### config.mk
export PLATFORM = sky130hd
export DESIGN_NAME = multi_op_pipe_processor
export DESIGN_NICKNAME = d
export VERILOG_FILES = /design/src/rtl/mop_pkg.sv /design/src/rtl/mop_result_fifo.sv /design/src/rtl/multi_op_pipe_processor.sv
export SDC_FILE = /design/constraint.sdc
export NUM_CORES = 1
export LEC_CHECK = 0
export CAP_MARGIN = 20
export CORE_ASPECT_RATIO = 0.75
export CORE_UTILIZATION = 35
export DETAILED_ROUTE_END_ITERATION = 8
export PLACE_DENSITY_LB_ADDON = 0.1
export SLEW_MARGIN = 20
export SYNTH_ARGS = -nofsm -noshare
export SYNTH_HDL_FRONTEND = slang
export SYNTH_SLANG_ARGS = --single-unit
### constraint.sdc
create_clock -name clk -period 14.59 [get_ports clk]
set_clock_uncertainty 0.15 [all_clocks]
set_input_delay 3.6475 -clock clk [delete_from_list [all_inputs] [get_ports clk]]
set_output_delay 3.6475 -clock clk [all_outputs]
set_load 0.02 [all_outputs]
### src/rtl/mop_pkg.sv
// Shared types for the multi-op pipelined processor: opcodes, engine states
// and the opcode field width.
package mop_pkg;

  localparam int OP_W = 2;

  typedef enum logic [OP_W-1:0] {
    OP_ADD = 2'b00,
    OP_SUB = 2'b01,
    OP_MUL = 2'b10,
    OP_DIV = 2'b11
  } op_e;

  typedef enum logic {
    IDLE    = 1'b0,
    DIV_RUN = 1'b1
  } state_e;

endpackage

### src/rtl/mop_result_fifo.sv
// Show-ahead result FIFO holding {data, flag, op}; the head is visible
// combinationally and reads as zero while the FIFO is empty.
module mop_result_fifo
  import mop_pkg::*;
#(
  parameter int DATA_W    = 8,
  parameter int OUT_DEPTH = 4
) (
  input  logic                         clk,
  input  logic                         rst,
  input  logic                         push,
  input  logic [DATA_W-1:0]            push_data,
  input  logic                         push_flag,
  input  logic [OP_W-1:0]              push_op,
  input  logic                         pop,
  output logic [DATA_W-1:0]            head_data,
  output logic                         head_flag,
  output logic [OP_W-1:0]              head_op,
  output logic                         full,
  output logic                         empty,
  output logic [$clog2(OUT_DEPTH):0]   count
);

  localparam int PTR_W   = $clog2(OUT_DEPTH);
  localparam int CNT_W   = PTR_W + 1;
  localparam int ENTRY_W = DATA_W + 1 + OP_W;

  logic [ENTRY_W-1:0] mem [OUT_DEPTH];
  logic [PTR_W-1:0]   rd_ptr_reg, wr_ptr_reg;
  logic [CNT_W-1:0]   count_reg;
  logic               do_push, do_pop;
  logic [ENTRY_W-1:0] head;

  assign full    = (count_reg == CNT_W'(OUT_DEPTH));
  assign empty   = (count_reg == '0);
  assign count   = count_reg;
  assign do_push = push && !full;
  assign do_pop  = pop && !empty;

  always_ff @(posedge clk) begin
    if (do_push) begin
      mem[wr_ptr_reg] <= {push_data, push_flag, push_op};
    end
  end

  // Power-of-two depth lets the pointers wrap by natural overflow.
  always_ff @(posedge clk) begin
    if (rst) begin
      rd_ptr_reg <= '0;
      wr_ptr_reg <= '0;
      count_reg  <= '0;
    end else begin
      if (do_push) wr_ptr_reg <= wr_ptr_reg + PTR_W'(1);
      if (do_pop)  rd_ptr_reg <= rd_ptr_reg + PTR_W'(1);
      case ({do_push, do_pop})
        2'b10:   count_reg <= count_reg + CNT_W'(1);
        2'b01:   count_reg <= count_reg - CNT_W'(1);
        default: count_reg <= count_reg;
      endcase
    end
  end

  assign head      = empty ? '0 : mem[rd_ptr_reg];
  assign head_data = head[ENTRY_W-1 -: DATA_W];
  assign head_flag = head[OP_W];
  assign head_op   = head[OP_W-1:0];

endmodule

### src/rtl/multi_op_pipe_processor.sv
// Single-issue ADD/SUB/MUL/DIV engine: one-cycle ALU ops, a restoring
// divider for DIV (quotient of a/(b+1)), results queued in an output FIFO.
module multi_op_pipe_processor
  import mop_pkg::*;
#(
  parameter int DATA_W    = 8,
  parameter int OUT_DEPTH = 4
) (
  input  logic              clk,
  input  logic              rst,
  input  logic              in_valid,
  output logic              in_ready,
  input  logic [1:0]        op_sel,
  input  logic [DATA_W-1:0] a_in,
  input  logic [DATA_W-1:0] b_in,
  output logic              out_valid,
  input  logic              out_ready,
  output logic [DATA_W-1:0] out_data,
  output logic              out_flag,
  output logic [1:0]        out_op
);

  localparam int CNT_W  = $clog2(OUT_DEPTH) + 1;
  localparam int ITER_W = $clog2(DATA_W + 1);

  state_e              state_reg, state_next;
  logic [DATA_W-1:0]   quo_reg, quo_next;
  logic [DATA_W:0]     rem_reg, rem_next, divisor_reg, trial;
  logic [ITER_W-1:0]   iter_reg;

  op_e                 in_op;
  logic                accept, div_done;
  logic [DATA_W:0]     sum;
  logic [2*DATA_W-1:0] prod;
  logic [DATA_W-1:0]   alu_data;
  logic                alu_flag;

  logic                push, fifo_empty, fifo_full;
  logic [DATA_W-1:0]   push_data;
  logic                push_flag;
  logic [OP_W-1:0]     push_op;
  logic [CNT_W-1:0]    fifo_count;

  assign in_op    = op_e'(op_sel);
  assign in_ready = !rst && (state_reg == IDLE) && (fifo_count < CNT_W'(OUT_DEPTH));
  assign accept   = in_valid && in_ready;
  assign div_done = (state_reg == DIV_RUN) && (iter_reg == ITER_W'(1));

  assign sum  = {1'b0, a_in} + {1'b0, b_in};
  assign prod = {{DATA_W{1'b0}}, a_in} * {{DATA_W{1'b0}}, b_in};

  always_comb begin
    alu_data = sum[DATA_W-1:0];
    alu_flag = sum[DATA_W];
    case (in_op)
      OP_SUB: begin
        alu_data = a_in - b_in;
        alu_flag = (a_in < b_in);
      end
      OP_MUL: begin
        alu_data = prod[DATA_W-1:0];
        alu_flag = |prod[2*DATA_W-1:DATA_W];
      end
      default: ;
    endcase
  end

  // The remainder is always below the divisor (<= 2^W), so its top bit is
  // never set and can be dropped when shifting in the next dividend bit.
  always_comb begin
    trial    = {rem_reg[DATA_W-1:0], quo_reg[DATA_W-1]};
    rem_next = trial;
    quo_next = {quo_reg[DATA_W-2:0], 1'b0};
    if (trial >= divisor_reg) begin
      rem_next = trial - divisor_reg;
      quo_next = {quo_reg[DATA_W-2:0], 1'b1};
    end
  end

  always_comb begin
    state_next = state_reg;
    case (state_reg)
      IDLE:    if (accept && in_op == OP_DIV) state_next = DIV_RUN;
      DIV_RUN: if (div_done) state_next = IDLE;
      default: state_next = IDLE;
    endcase
  end

  always_ff @(posedge clk) begin
    if (rst) begin
      state_reg   <= IDLE;
      quo_reg     <= '0;
      rem_reg     <= '0;
      divisor_reg <= '0;
      iter_reg    <= '0;
    end else begin
      state_reg <= state_next;
      if (accept && in_op == OP_DIV) begin
        quo_reg     <= a_in;
        rem_reg     <= '0;
        divisor_reg <= {1'b0, b_in} + (DATA_W+1)'(1);
        iter_reg    <= ITER_W'(DATA_W);
      end else if (state_reg == DIV_RUN) begin
        quo_reg  <= quo_next;
        rem_reg  <= rem_next;
        iter_reg <= iter_reg - ITER_W'(1);
      end
    end
  end

  // Issue is gated on a free slot, so a finishing DIV always finds room.
  assign push      = (accept && in_op != OP_DIV) || div_done;
  assign push_data = div_done ? quo_next : alu_data;
  assign push_flag = div_done ? (rem_next != '0) : alu_flag;
  assign push_op   = div_done ? OP_DIV : op_sel;

  assign out_valid = !fifo_empty;

  mop_result_fifo #(
    .DATA_W    (DATA_W),
    .OUT_DEPTH (OUT_DEPTH)
  ) u_fifo (
    .clk       (clk),
    .rst       (rst),
    .push      (push),
    .push_data (push_data),
    .push_flag (push_flag),
    .push_op   (push_op),
    .pop       (out_valid && out_ready),
    .head_data (out_data),
    .head_flag (out_flag),
    .head_op   (out_op),
    .full      (fifo_full),
    .empty     (fifo_empty),
    .count     (fifo_count)
  );

endmodule

After elaboration in Yosys (flattened, before gate mapping)
Memory sizes are Yosys's and may differ from the RTL's. A register that Yosys moved wholly into a read port is not among the register bits.
Cells that the tools add are included.
{"block": "totals", "ff_bits": 37, "ramBits": 44, "input_bits": 22, "out_inout_bits": 13, "n_memories": 1}
{"name": "u_fifo.mem", "words": 4, "word_bits": 11, "read_ports": 1, "rd_clocked_by_memory_dff": 1, "wr": 1, "line_no": "mop_result_fifo.sv:28", "rtl": "logic [ENTRY_W-1:0] mem [OUT_DEPTH];"}
{"block": "classes", "n_addsub": 9, "mul": 1, "order_cmp": 3, "eq_ne": 8, "muxes": 20, "bitwise_logic": 1, "reduce_logical": 19}
{"cell": "8-bit two-way mux", "count": 3}
{"cell": "8-bit by 8-bit multiplier with 16-bit output", "count": 1}
{"cell": "8-bit one-hot mux with 2 select lines", "count": 1}
{"cell": "11-bit two-way mux", "count": 1}
{"cell": "8-bit by 1-bit adder with 9-bit output (second input constant)", "count": 1}
{"cell": "8-bit by 8-bit adder with 9-bit output", "count": 1}
{"cell": "9-bit greater-or-equal comparator", "count": 1}
{"cell": "1-bit logical AND", "count": 9}
{"cell": "9-bit two-way mux", "count": 1}
{"cell": "9-bit nonzero test", "count": 1}
{"cell": "9-bit subtractor", "count": 1}
{"cell": "8-bit less-than comparator", "count": 1}
{"cell": "4-bit two-way mux", "count": 2}
{"cell": "8-bit OR reduction", "count": 1}
{"cell": "8-bit subtractor", "count": 1}
{"cell": "2-bit == test (second input constant)", "count": 3}
{"cell": "1-bit two-way mux", "count": 6}
{"cell": "2-bit two-way mux", "count": 3}
{"cell": "3-bit one-hot mux with 2 select lines", "count": 1}
{"cell": "2-bit by 1-bit adder with 2-bit output (second input constant)", "count": 2}
{"cell": "2-bit by 1-bit == test with 1-bit output (second input constant)", "count": 2}
{"cell": "4-bit by 1-bit == test with 1-bit output (second input constant)", "count": 1}
{"cell": "1-bit one-hot mux with 2 select lines", "count": 2}
{"cell": "2-bit nonzero test", "count": 2}
{"cell": "other kinds (11)", "count": 13}

Logic depth before layout (Yosys ltp)
Gate-level depths: netlist of run 1.
{"block": "depth", "word_depth": 9, "mapped_depth": 18, "ltp_nobuf": 17}

Hierarchy
A second synthesis of run 1 with hierarchy kept.
{"block": "hier_totals", "cells_unflattened": 737, "hier_area_um2": 7078.0}
{"module": "multi_op_pipe_processor", "n_inst": 1, "cells_each": 614, "area_per_inst_um2": 4864.7, "seq_area_each_um2": 600.6}
{"module": "mop_result_fifo", "n_inst": 1, "cells_each": 123, "area_per_inst_um2": 2213.4, "seq_area_each_um2": 1501.4}

Worst setup path after synthesis of run 1
Ideal clock, no wire load.
{"block": "synth_path", "path_type": "in2reg", "startpoint": "input b_in[7]", "endpoint": "memory u_fifo.mem[0][2] in the netlist's numbering (data pin)", "t_arrival_ps": 7926, "path_slack_ps": 6287, "cell_stages": 16, "path_buffers": 2, "cell_sequence": "clkbuf_1 > nand2_1 > fa_1 > fa_1 > fa_1 > fa_1 > inv_1 > ha_1 > clkbuf_1 > nand3_1 > o2111ai_1 > and3_1 > or4_1 > o2111ai_1 > nor4_1 > o32ai_1"}
{"block": "synth_between", "elab_chain_len": 4, "elab_cells_between_ends": 6, "classes_between": "1 x add/sub; 1 x mul; 1 x order compare; 2 x mux; 1 x reduce/logical"}
{"element": "start, declared", "line_no": "multi_op_pipe_processor.sv:15", "rtl": "input logic [DATA_W-1:0] b_in,"}
{"element": "8-bit by 8-bit multiplier with 16-bit output", "line_no": "multi_op_pipe_processor.sv:50", "rtl": "assign prod = {{DATA_W{1'b0}}, a_in} * {{DATA_W{1'b0}}, b_in};"}
{"element": "8-bit OR reduction", "line_no": "multi_op_pipe_processor.sv:62", "rtl": "alu_flag = |prod[2*DATA_W-1:DATA_W];"}
{"element": "1-bit one-hot mux with 2 select lines (*)", "line_no": "multi_op_pipe_processor.sv:55", "rtl": "case (in_op)"}
{"element": "1-bit two-way mux (*)", "line_no": "multi_op_pipe_processor.sv:114", "rtl": "assign push_flag = div_done ? (rem_next != '0) : alu_flag;"}
{"element": "named net push_flag", "line_no": "multi_op_pipe_processor.sv:40", "rtl": "logic push_flag;"}
{"element": "end, declared", "line_no": "mop_result_fifo.sv:28"}
The timed path passes the listed nets; every way through them passes the cells marked *.

Worst setup path after layout of run 1
{"block": "layout_path", "startpoint": "input rst", "endpoint": "output in_ready"}
{"block": "layout_between", "elab_chain_len": 3}
{"element": "start, declared", "line_no": "multi_op_pipe_processor.sv:10", "rtl": "input logic rst,"}
{"element": "1-bit zero test", "line_no": "multi_op_pipe_processor.sv:45", "rtl": "assign in_ready = !rst && (state_reg == IDLE) && (fifo_count < CNT_W'(OUT_DEPTH));"}
{"element": "1-bit logical AND (2 in series)", "line_no": "multi_op_pipe_processor.sv:45"}
{"element": "end, declared", "line_no": "multi_op_pipe_processor.sv:12", "rtl": "output logic in_ready,"}
Every way passes these cells.

==> results.toml, run 1 <==
[sta]
min_period_over_period_pct = 66.0
relSlewSlack_pct = 31.4
setup_tns_ns = 0
rsz0062_at_grt = "no"
setup_viol = 0
hold_violations = 0
drv_slew = 0
period_needed_ns = 9.63
tightest_slew_ns = 1.03
fmax_mhz = 104

[placed_design]
dpl_cell_area_mm2 = 0.00762
routabilityCongestion = 0.856
portBuffers = 34
dpl.hpwl_um = 14000

[cts]
cts_tree = "done"
h-tree-depth = 3
cts_root_buf = "clkbuf_16"
hold_buffers = 0
cts.clk_slew.worst_paths_ns = 0.06
cts.path.max_buffers = 2
cts_setup_buffers = 0
clock_latency_ns = 0.33
cts_buffers = 9
cts_resized = 0
clock_sinks = 83

[route]
ant_nets = 0
wl_um = 17700
num_vias = 5296
drtIter0Drc = 320
vias_per_cell = 5.22
drt_first_pass_iters = 7
wire_per_inst_um = 17.5
drc = 2

[die]
die_area_mm2 = 0.0207
die_height_um = 125
core_area_mm2 = 0.0195
die_x_um = 166
rows = 44
start_util_pct = 36.1
io_pins = 35

[setup_path]
path_class = "input port to output port"
crit_path_start_kind = "input port"
cp_slowest_stage_delay_ns = 0.94
end_kind = "output port"
critPathSlowestCell = "clkdlybuf4s50_1"
cp_max_fo = 27
cpMostUsedCell = "clkdlybuf4s50_1"
worstPathArrival_ns = 5.83
cp.required_ns = 10.79
path_cells = "clkdlybuf4s50_1, nor3_1, clkdlybuf4s50_1"
crit_family = "buffers and inverters"
path_depth = 3
r2r_cells = 11
path_buf_inv = 2

[global_route]
grt_usage_pct = 17.9
grt_max_degree = 28
antenna_found_initial = 0
grt_pass1_vias = 5444
grt-ovfl-total = 0
grt_pass1_wl_um = 29200

[final_layout]
drive_gt1_share_pct = 5.77
syn2layout_area_growth_pct = 12.2
num_antenna_cells = 0
num-nets-final = 891
largest_register_ffs = 44
final_cell_area_mm2 = 0.00791

[logic_synthesis]
syn_nets = 872
post-synth-top-count-cell = "inv_1"
synth.cell_area_mm2 = 0.00705
synth_area_leader_cell = "edfxtp_1"
yosys_register_bits = 83
async_flop_share_pct = 0
ys_warn_count = 0
synthFlopType = "edfxtp_1"
synth_area_per_cell_um2 = 9.55
synth_top_area_share_pct = 18.8
synth_cell_type_count = 67
yosys-top-cells-area = "edfxtp_1, ha_1, fa_1"
synth_edf_count = 44
seq_area_frac_synth_pct = 29.8
netlist_instances = 738
synth_commonest_cells = "inv_1, ha_1, nand2_1"

[power_and_ir_drop]
leakage_uw = 0.00326
power_density_mw_per_mm2 = 125
irDropWorstVdd_v = 0.0000728

[hold_path]
hold_depth = 2
worstHoldPathType = "flip-flop to flip-flop"

[run_status]
violations = "design-rule violations"
status = "finished, violations left"

[flow_run]
cap_viol_max_count = 0
## per-layer routing
metal	share of wire [%]	vias to the layer above	track usage, %
met2	42	114	27.1
li1	-	2586	-
met3	4.2	10	2.70
met4	0.67	0	2.53
met5	0	-	0
met1	53	2586	27.1
## where the power goes
| part | switching (uW) | leakage [uW] | internal (uW) |
|---|---|---|---|
| Clock | 92.3 | 0.000139 | 133 |
| Sequential | 16.8 | 0.000716 | 266 |
| Combinational | 271 | 0.00240 | 209 |
## final cells by class
cell class,instances,area [um2]
clock inverter,6,63.8
sequential,83,2100
fill,1934,11600
multi-input combinational,520,4440
timing repair buffer,37,363
tap,253,317
inverter,106,398
clock buffer,10,229
## final timing paths
check,slack [ns],endpoint,start
worst max-delay path,4.96,in_ready,rst
worst min register to register,0.34,divisor_reg[8]$_SDFFE_PP0P_,divisor_reg[8]$_SDFFE_PP0P_
worst min-delay path,0.34,divisor_reg[8]$_SDFFE_PP0P_,divisor_reg[8]$_SDFFE_PP0P_
worst max register to register,11.23,u_fifo.count[2]$_SDFFE_PP0P_,state_reg$_SDFF_PP0_
## cell usage in the layout (no fill, tap or decap), types with 5 or more instances in the layout
master and count:
nor3_1 13, clkdlybuf4s50_1 34, nor2b_1 7, nor2_1 46, nand3b_1 5, inv_1 105, o31ai_1 11, nor4_1 7
a221oi_1 6, xnor2_1 19, a22oi_1 7, and2_1 43, mux2i_1 11, nand3_1 19, a21oi_1 31, edfxtp_1 44
a21o_1 9, fa_1 40, clkbuf_16 9, a211oi_1 12, a31oi_1 6, nand2_1 60, dfxtp_1 39, mux4_2 11
ha_1 72, o21ai_0 11, xor2_1 14
## stage by stage
stage	instances	hold slack, ns	utilization, %	total power [uW]	setup slack, ns
after floorplan	738	0.294	-	632	6.29
after global placement	999	0.314	39.0	760	4.97
after detailed placement	999	0.324	39.0	768	4.94
after CTS	1015	0.336	40.5	995	4.94
after global routing	1015	0.373	40.5	1070	4.74
final	1015	0.336	40.5	986	4.96
## worst min-delay path, stage by stage, from the launching register on
cell,delay [ns]
dfxtp_1,0.30
inv_1,0.07
o31ai_1,0.07
## logic make-up (layout without fill, tap and decap cells)
logic type,count (synthesis),in the layout,share of synthesized area [%]
and+or+nand+nor,227,227,16.4
muxes,23,23,5.24
AOI/OAI and AO/OA,125,125,13.0
DFF,83,83,29.8
adders and majority gates,112,112,24.1
xor gates and xnor gates,33,33,4.10
buffers and inverters,135,159,7.30
(Power assumes the default switching activity.)
==> run 2, diff against run 1 <==
clock period = 10.01 ns   (was 14.59 ns; I/O delays follow)
==> results.toml, run 2 (same netlist as run 1, synthesis figures left out) <==
[run_status]
status = "finished, violations left"
violations = "design-rule violations"

[global_route]
antenna_found_initial = 1
grt_pass1_vias = 5391
grt_usage_pct = 18.1
grt_pass1_wl_um = 29300
grt-ovfl-total = 0
grt_max_degree = 28

[sta]
relSlewSlack_pct = 41.7
rsz0062_at_grt = "no"
setup_viol = 0
hold_violations = 0
min_period_over_period_pct = 79.5
fmax_mhz = 126
whs_ns = 0.334
period_needed_ns = 7.96
tightest_slew_ns = 0.874
setup_tns_ns = 0
drv_slew = 0
fin_ws_ns = 2.05

[setup_path]
crit_start = "a_in[2]"
cpMostUsedCell = "fa_1"
rrSetupSlack_ns = 6.75
crit_family = "adder cells"
path_buf_inv = 2
end_kind = "flip-flop"
path_cells = "clkdlybuf4s50_1, nand2_1, fa_1, fa_1, fa_1, fa_1, inv_1, ha_1, nand3_1, o2111ai_1, and3_1, or4_1, o2111ai_1, nor4_1, o32ai_1"
cp_slowest_stage_delay_ns = 0.84
critPathSlowestCell = "clkdlybuf4s50_1"
path_class = "input port to flip-flop"
timing.rr.start = "state_reg$_SDFF_PP0_"
crit_path_start_kind = "input port"
cp_max_fo = 10
cp.required_ns = 9.93
worstPathArrival_ns = 7.88

[route]
num_vias = 5276
wire_per_inst_um = 17.6
drtIter0Drc = 334
drc = 1
wl_um = 17900
drt_first_pass_iters = 7
ant_nets = 0
vias_per_cell = 5.19

[die]
io_pins = 35
die_height_um = 125
start_util_pct = 36.1
die_x_um = 166
die_area_mm2 = 0.0207
core_area_mm2 = 0.0195
rows = 44

[placed_design]
routabilityCongestion = 0.826
portBuffers = 34
dpl.hpwl_um = 14100
dpl_worst_slack_ns = 1.74

[cts]
clock_latency_ns = 0.34
h-tree-depth = 3
cts_buffers = 9
cts_root_buf = "clkbuf_16"
cts.clk_slew.worst_paths_ns = 0.06
cts.path.max_buffers = 2
hold_buffers = 0
cts_setup_buffers = 0
cts_resized = 0
clock_sinks = 83
cts_tree = "done"

[final_layout]
layout_common_cells = "inv_1, ha_1, nand2_1"
final_common_cell = "inv_1"
drive_gt1_share_pct = 6.03
num_antenna_cells = 0
largest_register_ffs = 44
syn2layout_area_growth_pct = 12.2
num-nets-final = 892

[hold_path]
worstHoldStart = "divisor_reg[2]$_SDFFE_PP0P_"
worstHoldPathType = "flip-flop to flip-flop"

[flow_run]
cap_viol_max_count = 0

[power_and_ir_drop]
power_density_mw_per_mm2 = 180
irDropWorstVdd_v = 0.0000711
leakage_uw = 0.00326
-- run 2: metrics by stage --
step / area (um2) / total power [uW] / utilization, % / std cells
after floorplan: 7050 / 921 / - / 738
after global placement: 7620 / 1110 / 39.0 / 1000
after detailed placement: 7620 / 1120 / 39.0 / 1000
after CTS: 7910 / 1440 / 40.5 / 1016
after global routing: 7910 / 1540 / 40.5 / 1016
final: 7910 / 1430 / 40.5 / 1016
-- run 2: layout make-up --
cell class	count	area, um2
multi-input combinational	520	4440
clock buffer	9	225
tap	253	317
sequential	83	2100
fill	1922	11600
clock inverter	7	60.1
inverter	106	398
timing repair buffer	38	370
-- run 2: worst paths after layout --
check	endpoint	cells past startpoint
setup / recovery	u_fifo.mem[0][2]$_DFFE_PP_	15
hold / removal	divisor_reg[2]$_SDFFE_PP0P_	2
setup reg to reg	u_fifo.count[2]$_SDFFE_PP0P_	11
hold reg to reg	divisor_reg[2]$_SDFFE_PP0P_	2
-- run 2: worst register-to-register path: stages (launching register included) --
cell     delay, ns
dfxtp_1       0.31
buf_4         0.29
inv_2         0.16
or4b_2        0.88
a32oi_4       0.33
inv_1         0.08
ha_1          0.21
inv_1         0.07
fa_1          0.18
xor2_1        0.08
or3_1         0.31
a21oi_1       0.14
-- run 2: per-layer routing --
layer  vias up  wire length [um]  GRT usage, %
met4         2               148          3.02
met1      2575              9550          27.2
met2       101              7420          26.8
met3        15               723          3.84
met5         -                13             0
li1       2583                 -             -
-- run 2: where the power goes --
part / internal, uW / switching, uW / total, uW
Sequential: 387 / 24.5 / 412
Clock: 172 / 142 / 314
Combinational: 304 / 397 / 701
Total: 863 / 563 / 1430
